==> config.mk <==
export PLATFORM = sky130hd
export DESIGN_NAME = id_stage
export DESIGN_NICKNAME = d
export VERILOG_FILES = /design/src/rtl/id_stage.sv
export SDC_FILE = /design/constraint.sdc
export NUM_CORES = 2
export LEC_CHECK = 0
export ABC_AREA = 0
export BUFFER_PORTS_ARGS = -buffer_cell sky130_fd_sc_hd__clkbuf_2
export CAP_MARGIN = 40
export CORE_MARGIN = 1
export CORE_UTILIZATION = 40
export CTS_BUF_LIST = sky130_fd_sc_hd__clkbuf_8
export DETAILED_ROUTE_END_ITERATION = 6
export GPL_ROUTABILITY_DRIVEN = 0
export PLACE_DENSITY = 0.58
export SLEW_MARGIN = 0
export SYNTH_ARGS = -nofsm -noshare
export SYNTH_HDL_FRONTEND = slang
export SYNTH_SLANG_ARGS = --single-unit
export TNS_END_PERCENT = 1
==> constraint.sdc <==
create_clock -name clk -period 5.44 [get_ports clk]
set_input_delay 0.816 -clock clk [delete_from_list [all_inputs] [get_ports clk]]
set_output_delay 0.816 -clock clk [all_outputs]
set_load 0.02 [all_outputs]
==> src/rtl/id_stage.sv <==
// Instruction-decode stage: IF/ID register, 32x32 register file with write-through
// bypass, decoder, branch resolution feeding fetch, and the ID/EX register.
module id_stage (
    input  logic        clk,
    input  logic        rst,
    input  logic [31:0] if_instruction,
    input  logic [31:0] if_pc,
    input  logic        wb_wb_en,
    input  logic [4:0]  wb_dest,
    input  logic [31:0] wb_value,
    output logic        branch_taken,
    output logic [31:0] branch_address,
    output logic [31:0] ex_pc,
    output logic [31:0] ex_val1,
    output logic [31:0] ex_val2,
    output logic [31:0] ex_st_val,
    output logic [4:0]  ex_dest,
    output logic [3:0]  ex_exe_cmd,
    output logic        ex_mem_read,
    output logic        ex_mem_write,
    output logic        ex_wb_en
);

    localparam logic [5:0] OP_ADD  = 6'd1;
    localparam logic [5:0] OP_SUB  = 6'd3;
    localparam logic [5:0] OP_AND  = 6'd5;
    localparam logic [5:0] OP_OR   = 6'd6;
    localparam logic [5:0] OP_NOR  = 6'd7;
    localparam logic [5:0] OP_XOR  = 6'd8;
    localparam logic [5:0] OP_SLA  = 6'd9;
    localparam logic [5:0] OP_SLL  = 6'd10;
    localparam logic [5:0] OP_SRA  = 6'd11;
    localparam logic [5:0] OP_SRL  = 6'd12;
    localparam logic [5:0] OP_ADDI = 6'd32;
    localparam logic [5:0] OP_SUBI = 6'd33;
    localparam logic [5:0] OP_LD   = 6'd36;
    localparam logic [5:0] OP_ST   = 6'd37;
    localparam logic [5:0] OP_BEZ  = 6'd40;
    localparam logic [5:0] OP_BNE  = 6'd41;
    localparam logic [5:0] OP_JMP  = 6'd42;

    // IF/ID register
    logic [31:0] instr_q, instr_d;
    logic [31:0] pc_q;

    // Register file
    logic [31:0] regs_q [32];

    // ID/EX register
    logic [31:0] ex_pc_q, ex_pc_d;
    logic [31:0] ex_val1_q, ex_val1_d;
    logic [31:0] ex_val2_q, ex_val2_d;
    logic [31:0] ex_st_val_q, ex_st_val_d;
    logic [4:0]  ex_dest_q, ex_dest_d;
    logic [3:0]  ex_exe_cmd_q, ex_exe_cmd_d;
    logic        ex_mem_read_q, ex_mem_read_d;
    logic        ex_mem_write_q, ex_mem_write_d;
    logic        ex_wb_en_q, ex_wb_en_d;

    // Decoded fields
    logic [5:0]  op;
    logic [4:0]  rs1, rs2, rd_r;
    logic [31:0] imm_ext;
    logic [31:0] rs1_val, rs2_val;
    logic        is_rtype, is_itype, is_load, is_store, branch_cond;
    logic [3:0]  cmd;

    assign op      = instr_q[31:26];
    assign rs1     = instr_q[25:21];
    assign rs2     = instr_q[20:16];
    assign rd_r    = instr_q[15:11];
    assign imm_ext = {{16{instr_q[15]}}, instr_q[15:0]};

    // Reads see a same-cycle write-back so software needs one fewer NOP.
    assign rs1_val = (rs1 == 5'd0) ? 32'd0 :
                     (wb_wb_en && wb_dest == rs1) ? wb_value : regs_q[rs1];
    assign rs2_val = (rs2 == 5'd0) ? 32'd0 :
                     (wb_wb_en && wb_dest == rs2) ? wb_value : regs_q[rs2];

    // NOTE: every signal assigned in always_comb gets a default first, otherwise
    // paths that skip an assignment infer a latch.
    always_comb begin
        is_rtype    = 1'b0;
        is_itype    = 1'b0;
        is_load     = 1'b0;
        is_store    = 1'b0;
        branch_cond = 1'b0;
        cmd         = 4'b0000;
        case (op)
            OP_ADD:  is_rtype = 1'b1;
            OP_SUB:  begin is_rtype = 1'b1; cmd = 4'b0010; end
            OP_AND:  begin is_rtype = 1'b1; cmd = 4'b0100; end
            OP_OR:   begin is_rtype = 1'b1; cmd = 4'b0101; end
            OP_NOR:  begin is_rtype = 1'b1; cmd = 4'b0110; end
            OP_XOR:  begin is_rtype = 1'b1; cmd = 4'b0111; end
            OP_SLA:  begin is_rtype = 1'b1; cmd = 4'b1000; end
            OP_SLL:  begin is_rtype = 1'b1; cmd = 4'b1000; end
            OP_SRA:  begin is_rtype = 1'b1; cmd = 4'b1001; end
            OP_SRL:  begin is_rtype = 1'b1; cmd = 4'b1010; end
            OP_ADDI: is_itype = 1'b1;
            OP_SUBI: begin is_itype = 1'b1; cmd = 4'b0010; end
            OP_LD:   is_load = 1'b1;
            OP_ST:   is_store = 1'b1;
            OP_BEZ:  branch_cond = (rs1_val == 32'd0);
            OP_BNE:  branch_cond = (rs1_val != rs2_val);
            OP_JMP:  branch_cond = 1'b1;
            default: ;
        endcase
    end

    assign branch_taken   = rst & branch_cond;
    assign branch_address = pc_q + 32'd4 + {imm_ext[29:0], 2'b00};

    // A taken branch squashes the wrong-path instruction arriving from fetch.
    assign instr_d = branch_taken ? 32'd0 : if_instruction;

    // Branches, NOPs and unknown opcodes leave everything at zero: a bubble.
    always_comb begin
        ex_pc_d        = 32'd0;
        ex_val1_d      = 32'd0;
        ex_val2_d      = 32'd0;
        ex_st_val_d    = 32'd0;
        ex_dest_d      = 5'd0;
        ex_exe_cmd_d   = 4'b0000;
        ex_mem_read_d  = 1'b0;
        ex_mem_write_d = 1'b0;
        ex_wb_en_d     = 1'b0;
        if (is_rtype || is_itype || is_load || is_store) begin
            ex_pc_d      = pc_q + 32'd4;
            ex_val1_d    = rs1_val;
            ex_exe_cmd_d = cmd;
        end
        if (is_rtype) begin
            ex_val2_d  = rs2_val;
            ex_dest_d  = rd_r;
            ex_wb_en_d = 1'b1;
        end
        if (is_itype || is_load) begin
            ex_val2_d  = imm_ext;
            ex_dest_d  = rs2;
            ex_wb_en_d = 1'b1;
        end
        if (is_load) ex_mem_read_d = 1'b1;
        if (is_store) begin
            ex_val2_d      = imm_ext;
            ex_st_val_d    = rs2_val;
            ex_mem_write_d = 1'b1;
        end
    end

    // NOTE: sequential state uses non-blocking assignments so every register
    // samples pre-edge values regardless of block ordering.
    always_ff @(posedge clk or negedge rst) begin
        if (!rst) begin
            instr_q <= 32'd0;
            pc_q    <= 32'd0;
        end else begin
            instr_q <= instr_d;
            pc_q    <= if_pc;
        end
    end

    // NOTE: the register file is deliberately reset; this costs a reset net on
    // every entry, so memories elsewhere normally skip it.
    always_ff @(posedge clk or negedge rst) begin
        if (!rst) begin
            for (int i = 0; i < 32; i++) regs_q[i] <= 32'd0;
        end else if (wb_wb_en && wb_dest != 5'd0) begin
            regs_q[wb_dest] <= wb_value;
        end
    end

    always_ff @(posedge clk or negedge rst) begin
        if (!rst) begin
            ex_pc_q        <= 32'd0;
            ex_val1_q      <= 32'd0;
            ex_val2_q      <= 32'd0;
            ex_st_val_q    <= 32'd0;
            ex_dest_q      <= 5'd0;
            ex_exe_cmd_q   <= 4'b0000;
            ex_mem_read_q  <= 1'b0;
            ex_mem_write_q <= 1'b0;
            ex_wb_en_q     <= 1'b0;
        end else begin
            ex_pc_q        <= ex_pc_d;
            ex_val1_q      <= ex_val1_d;
            ex_val2_q      <= ex_val2_d;
            ex_st_val_q    <= ex_st_val_d;
            ex_dest_q      <= ex_dest_d;
            ex_exe_cmd_q   <= ex_exe_cmd_d;
            ex_mem_read_q  <= ex_mem_read_d;
            ex_mem_write_q <= ex_mem_write_d;
            ex_wb_en_q     <= ex_wb_en_d;
        end
    end

    assign ex_pc        = ex_pc_q;
    assign ex_val1      = ex_val1_q;
    assign ex_val2      = ex_val2_q;
    assign ex_st_val    = ex_st_val_q;
    assign ex_dest      = ex_dest_q;
    assign ex_exe_cmd   = ex_exe_cmd_q;
    assign ex_mem_read  = ex_mem_read_q;
    assign ex_mem_write = ex_mem_write_q;
    assign ex_wb_en     = ex_wb_en_q;

endmodule
== Yosys cells after proc, flatten, opt, wreduce, memory -nomap -nowiden ==
Cells that the tools add are included.
Cells by class
  bitwise logic cells: 4
  equal/unequal tests: 20
  $lt $le $gt $ge: 4
  add/subtract/negate cells: 2
  muxes and demuxes: 33
  reductions and logical operators: 16
Operators by type and width (count)
  bitwise mux 1024 bit: 1
  two-way mux 32 bit: 16
  binary-select mux 32 bit (select 5 bit): 2
  demux 32 bit (select 5 bit): 1
  equality test 6 bit, second input constant: 7
  adder 32 x 3 -> 32 bit, second input constant: 1
  adder 32 bit: 1
  logical NOT 32 bit: 1
  != test 32 bit: 1
  case mux 4 bit (8 select lines): 1
  equality test 6 x 4 -> 1 bit, second input constant: 5
  equality test 6 x 3 -> 1 bit, second input constant: 3
  >= comparator 6 bit, second input constant: 3
  NOT 5 -> 6 bit: 3
  equality test 5 bit: 2
  logical NOT 5 bit: 2
  two-way mux 5 bit: 2
  OR reduction 10 bit: 1
  two-way mux 1 bit: 8
  equality test 6 x 1 -> 1 bit, second input constant: 1
  equality test 6 x 2 -> 1 bit, second input constant: 1
  less-than comparator 6 x 1 -> 1 bit, second input constant: 1
  OR reduction 2 bit: 3
  nonzero test 5 bit: 1
  other kinds (5): 11
Word-level totals
  word-level logic and storage cells: 122
  output and inout bits: 173
  flip-flop bits (word level): 1228
  input bits: 104

== Longest topological paths before layout ==
  word-level depth: 10
  depth in mapped cells: 19
  gate-level depth less buffers: 16

== Worst setup path after synthesis ==
OpenSTA, ideal clock, no wires.
  path type: input -> output
  start: input port wb_dest[4]
  end: output port branch_taken
  slack: 0.597 ns
  path buffers: 2
  stages on the path: 12
  arrival time: 4.027 ns
  path through: clkbuf_1 -> xnor2_1 -> and2_0 -> a21oi_1 -> o211ai_1 -> and4_2 -> or4_1 -> or4_1 -> nor4_2 -> nand4_2 -> buf_6 -> a21o_1
On the way
  longest elaborated chain between the ends: 7
  elaborated cells between the ends (all ways): 12
  those cells by class: eq/ne: 3; mux: 5; bitwise: 1; reduce/logical: 3
RTL lines
  start, declared: line 9  | input logic [4:0] wb_dest,
  equality test 5 bit, on equally long branches: line 76, 78
  logical AND 1 bit, on equally long branches: line 76, 78
  two-way mux 32 bit, on equally long branches: line 76, 78
  two-way mux 32 bit, on equally long branches: line 75, 77
  != test 32 bit or logical NOT 32 bit (tied branches): line 105, 104
  case mux 1 bit (3 select lines) *: line 89  | case (op)
  bitwise AND 1 bit *: line 111  | assign branch_taken = rst & branch_cond;
  end, declared: line 11  | output logic branch_taken,
Mark *: on every way between the ends. The rest lies on a longest branch, timed or not.

== Worst setup path after layout ==
  start: register instr_q[16]
  end: output port branch_taken
On the way
  longest elaborated chain between the ends: 9
  elaborated cells between the ends (all ways): 12
  those cells by class: eq/ne: 2; mux: 6; bitwise: 2; reduce/logical: 2
RTL lines
  start, declared: line 43  | logic [31:0] instr_q, instr_d;
  start signal, assigned: line 158  | instr_q <= instr_d;
  NOT 5 -> 6 bit (implied by the code): line 78  | (wb_wb_en && wb_dest == rs2) ? wb_value : regs_q[rs2];
  binary-select mux 32 bit (select 5 bit): line 78
  two-way mux 32 bit (implied by the code) (2 in series): line 78
  two-way mux 32 bit: line 78
  two-way mux 32 bit *: line 77  | assign rs2_val = (rs2 == 5'd0) ? 32'd0 :
  != test 32 bit *: line 105  | OP_BNE: branch_cond = (rs1_val != rs2_val);
  case mux 1 bit (3 select lines) *: line 89
  bitwise AND 1 bit *: line 111
Mark *: on every way between the ends. The rest lies on a longest branch, timed or not. The select of a mux whose other input is x is not followed.

==> flow_summary.toml <==
[route]
drcViolationCount = 0
initialDrtViolationCount = 5182
via_per_inst = 6.23
vias = 45651
postRouteAntennaNets = 0
dr.pass1.iters = 6
avgRoutedWirePerCell_um = 32.6
routed_wl_um = 239000

[final_layout]
fillerInstances = 14097
stdcell_count = 7332
area_growth_pct = 16.6
nNetsFinal = 5151
multiInputGateArea_mm2 = 0.0317
regArea_mm2 = 0.0308
drive_above_1_share_pct = 47.8

[sta]
rsz0062_at_grt = "true"
tightest_slew_ns = 1.08
period_needed_ns = 6.16
fin_setup_tns_ns = -2.29
setup_viol = 8
slew_viol_final = 0
fin_hold_ws_ns = 0.0741
hold_viol = 0
clock.fmax_ghz = 0.162
fin_ws_ns = -0.715
relSlewSlack_pct = 28.2
worst_clock_skew_ns = 0.0509
post-route-period-util_pct = 113

[power]
p_leak_nw = 33.6
pwr_density_cell_mw_per_mm2 = 351
vdd_drop_max_uv = 203
finalPower_mw = 26.4

[cts]
clock-sinks = 1228
clockRootBuffer = "clkbuf_8"
ctsLongestPathBuffers = 3
clk_pin_slew_worst_paths_ns = 0.06
insertion_delay_ns = 1.00
htreeDepth = 4
cts_tree = "built"
cts_made_buffers = 208

[yosys]
yosys_most_used_dff = "dfrtp_1"
yosysWarnings = 0
async_reset_ff_share_pct = 100
synthesis.area_mm2 = 0.0645
avgSynthCellArea_um2 = 14.0
ys_top_cells_by_area = "dfrtp_1, mux2_2, mux4_2"
ys_types = 91
yosys_register_bits = 1228
synth-edff-count = 0
synth.largest_area_cell = "dfrtp_1"
syn-num-nets = 4735
synthCells = 4600
ys_seq_area_share_pct = 47.7
yosysTopAreaCellShare_pct = 47.7

[grt]
grt_pass1_vias = 46036
grt_usage_pct = 29.3
grt_max_degree = 178
grt_first_pass_wirelength_um = 343000
grt-ovfl-total = 0
antenna_found_initial = 15

[worst_hold_path]
whs_path_depth = 3
hold_path.class = "in2reg"
whs_endpoint = "instr_q[26]"
worstHoldStart = "if_instruction[26]"

[placement]
dp.cells = 6887
io_buffer_count = 276
hpwlAfterDp_um = 155000
dp_slack_ns = -0.0894

[critical_path]
worstReg2RegStart = "instr_q[16]"
start_kind = "flop"
crit_type = "reg2out"
ff2ff_setup_slack_ns = 0.62
reg2reg_depth = 14
cp-end-kind = "output pin"
critPathMaxFanout = 7
arrival_ns = 5.34
cp.required_ns = 4.62
reg2reg_to = "instr_q[1]"

[floorplanning]
row_count = 146
core_mm2 = 0.159
dieArea_mm2 = 0.163
start_util_pct = 40.5
pin_count = 277
die_h_um = 403
fp.dieW_um = 403

[status]
violations = "negative setup slack"
outcome = "finished, violations left"

[flow_run]
drv_cap = 0
## logic make-up (layout without fill, tap and decap cells)
logic type,Yosys count,after routing,share of synthesized area (%)
multiplexers,1643,1643,36.5
flip-flops,1228,1228,47.7
AO/OA/AOI/OAI,564,564,6.37
AND/OR/NAND/NOR,542,542,4.12
buffers and inverters,513,1092,3.68
XOR/XNOR,79,79,1.07
adder cells (fa/ha/maj),31,31,0.613
other,0,7,0
## per-stage QoR
step                utilization (%)  instance area, µm²
finish                         47.2               75200
global route                   47.2               75200
global placement               43.7               69500
CTS                            47.1               75000
detailed placement             44.0               70000
floorplan                         -               64500
## flip-flops by register name (all words and copies together), names as in the netlist, 4 cells and up
signal and count:
ex_val2 32, ex_st_val 32, instr_q 32, pc_q 32
ex_dest 5, regs_q 1024, ex_exe_cmd 4, ex_pc 32
ex_val1 32
## area by class of cell
class | count | share of cell area (%)
Multi-Input combinational cell | 2859 | 42.2
Sequential cell | 1228 | 40.9
Timing Repair Buffer | 661 | 7.31
Clock buffer | 273 | 5.00
Tap cell | 2146 | 3.57
Clock inverter | 100 | 0.681
Inverter | 58 | 0.290
Antenna cell | 7 | 0.0233
## layer usage
layer  up-vias  GRT usage, %  wire [µm]
li1      18363             -          -
met1     24277          39.1      96100
met2      2401          45.2     109000
met3       594          7.05      22100
met4        16          13.5      11900
met5         -             0        102
## what timing repair did
item                                   CTS  global route
endpoints found under the hold margin   73             0
setup endpoints to repair               12            11
hold buffers                            44             0
setup buffers                           15             3
resized for setup                       29            13
pin swaps                                8             2
cloned                                   2             1
## critical path, stage by stage, from the launching register on
cell	delay, ns
dfrtp_4	0.53
bufbuf_16	0.30
buf_4	0.18
mux4_2	0.50
mux2_2	0.31
a221o_1	0.30
a32oi_1	0.30
or4_1	0.18
nand4_1	0.10
or4_4	0.57
nor4_4	0.33
buf_4	0.21
nand4_4	0.17
a21o_1	0.23
clkbuf_2	0.16
## where the power goes
part / internal, mW / switching, mW
clock: 4.56 / 3.99
combinational: 3.22 / 2.73
sequential: 10.7 / 1.20
total: 18.4 / 7.92
## worst max-delay path by stage
stage	start	slack (ns)	end	cells after the start
after floorplan	wb_dest[4]	0.60	branch_taken	12
after global placement	instr_q[16]	-0.13	branch_taken	15
after detailed placement	instr_q[16]	-0.09	branch_taken	15
after CTS	instr_q[16]	-0.75	branch_taken	13
after global routing	instr_q[16]	-0.78	branch_taken	15
final	instr_q[16]	-0.72	branch_taken	14
## layout by cell type (no fill, tap or decap), types with 36 or more instances in the layout
cell type,n
a21oi_1,78
a22oi_1,72
buf_12,62
buf_4,252
clkbuf_2,275
clkbuf_8,273
dfrtp_1,1218
dlygate4sd3_1,44
inv_1,126
mux2_2,972
mux2i_1,206
mux4_2,455
nand2_1,143
nand3_1,54
nor2_1,109
nor3_1,36
o21ai_0,102
xnor2_1,43
## synth_stat cells, types with 28 or more instances
master    instances
inv_1            56
o221ai_1         28
a22oi_1          74
mux4_2          454
ha_1             30
clkbuf_1        315
a221oi_1         30
nor2b_1          30
xor2_1           34
xnor2_1          45
o21ai_0         105
a21oi_1          80
nor3_1           38
o21a_1           32
nor2_1          128
dfrtp_1        1228
a211oi_1         30
nand3_1          56
a211oi_2         29
buf_4            36
buf_2            60
mux2i_1         206
mux2_2          972
nand2_1         158
Note: power is estimated with default switching activity, not from simulation.
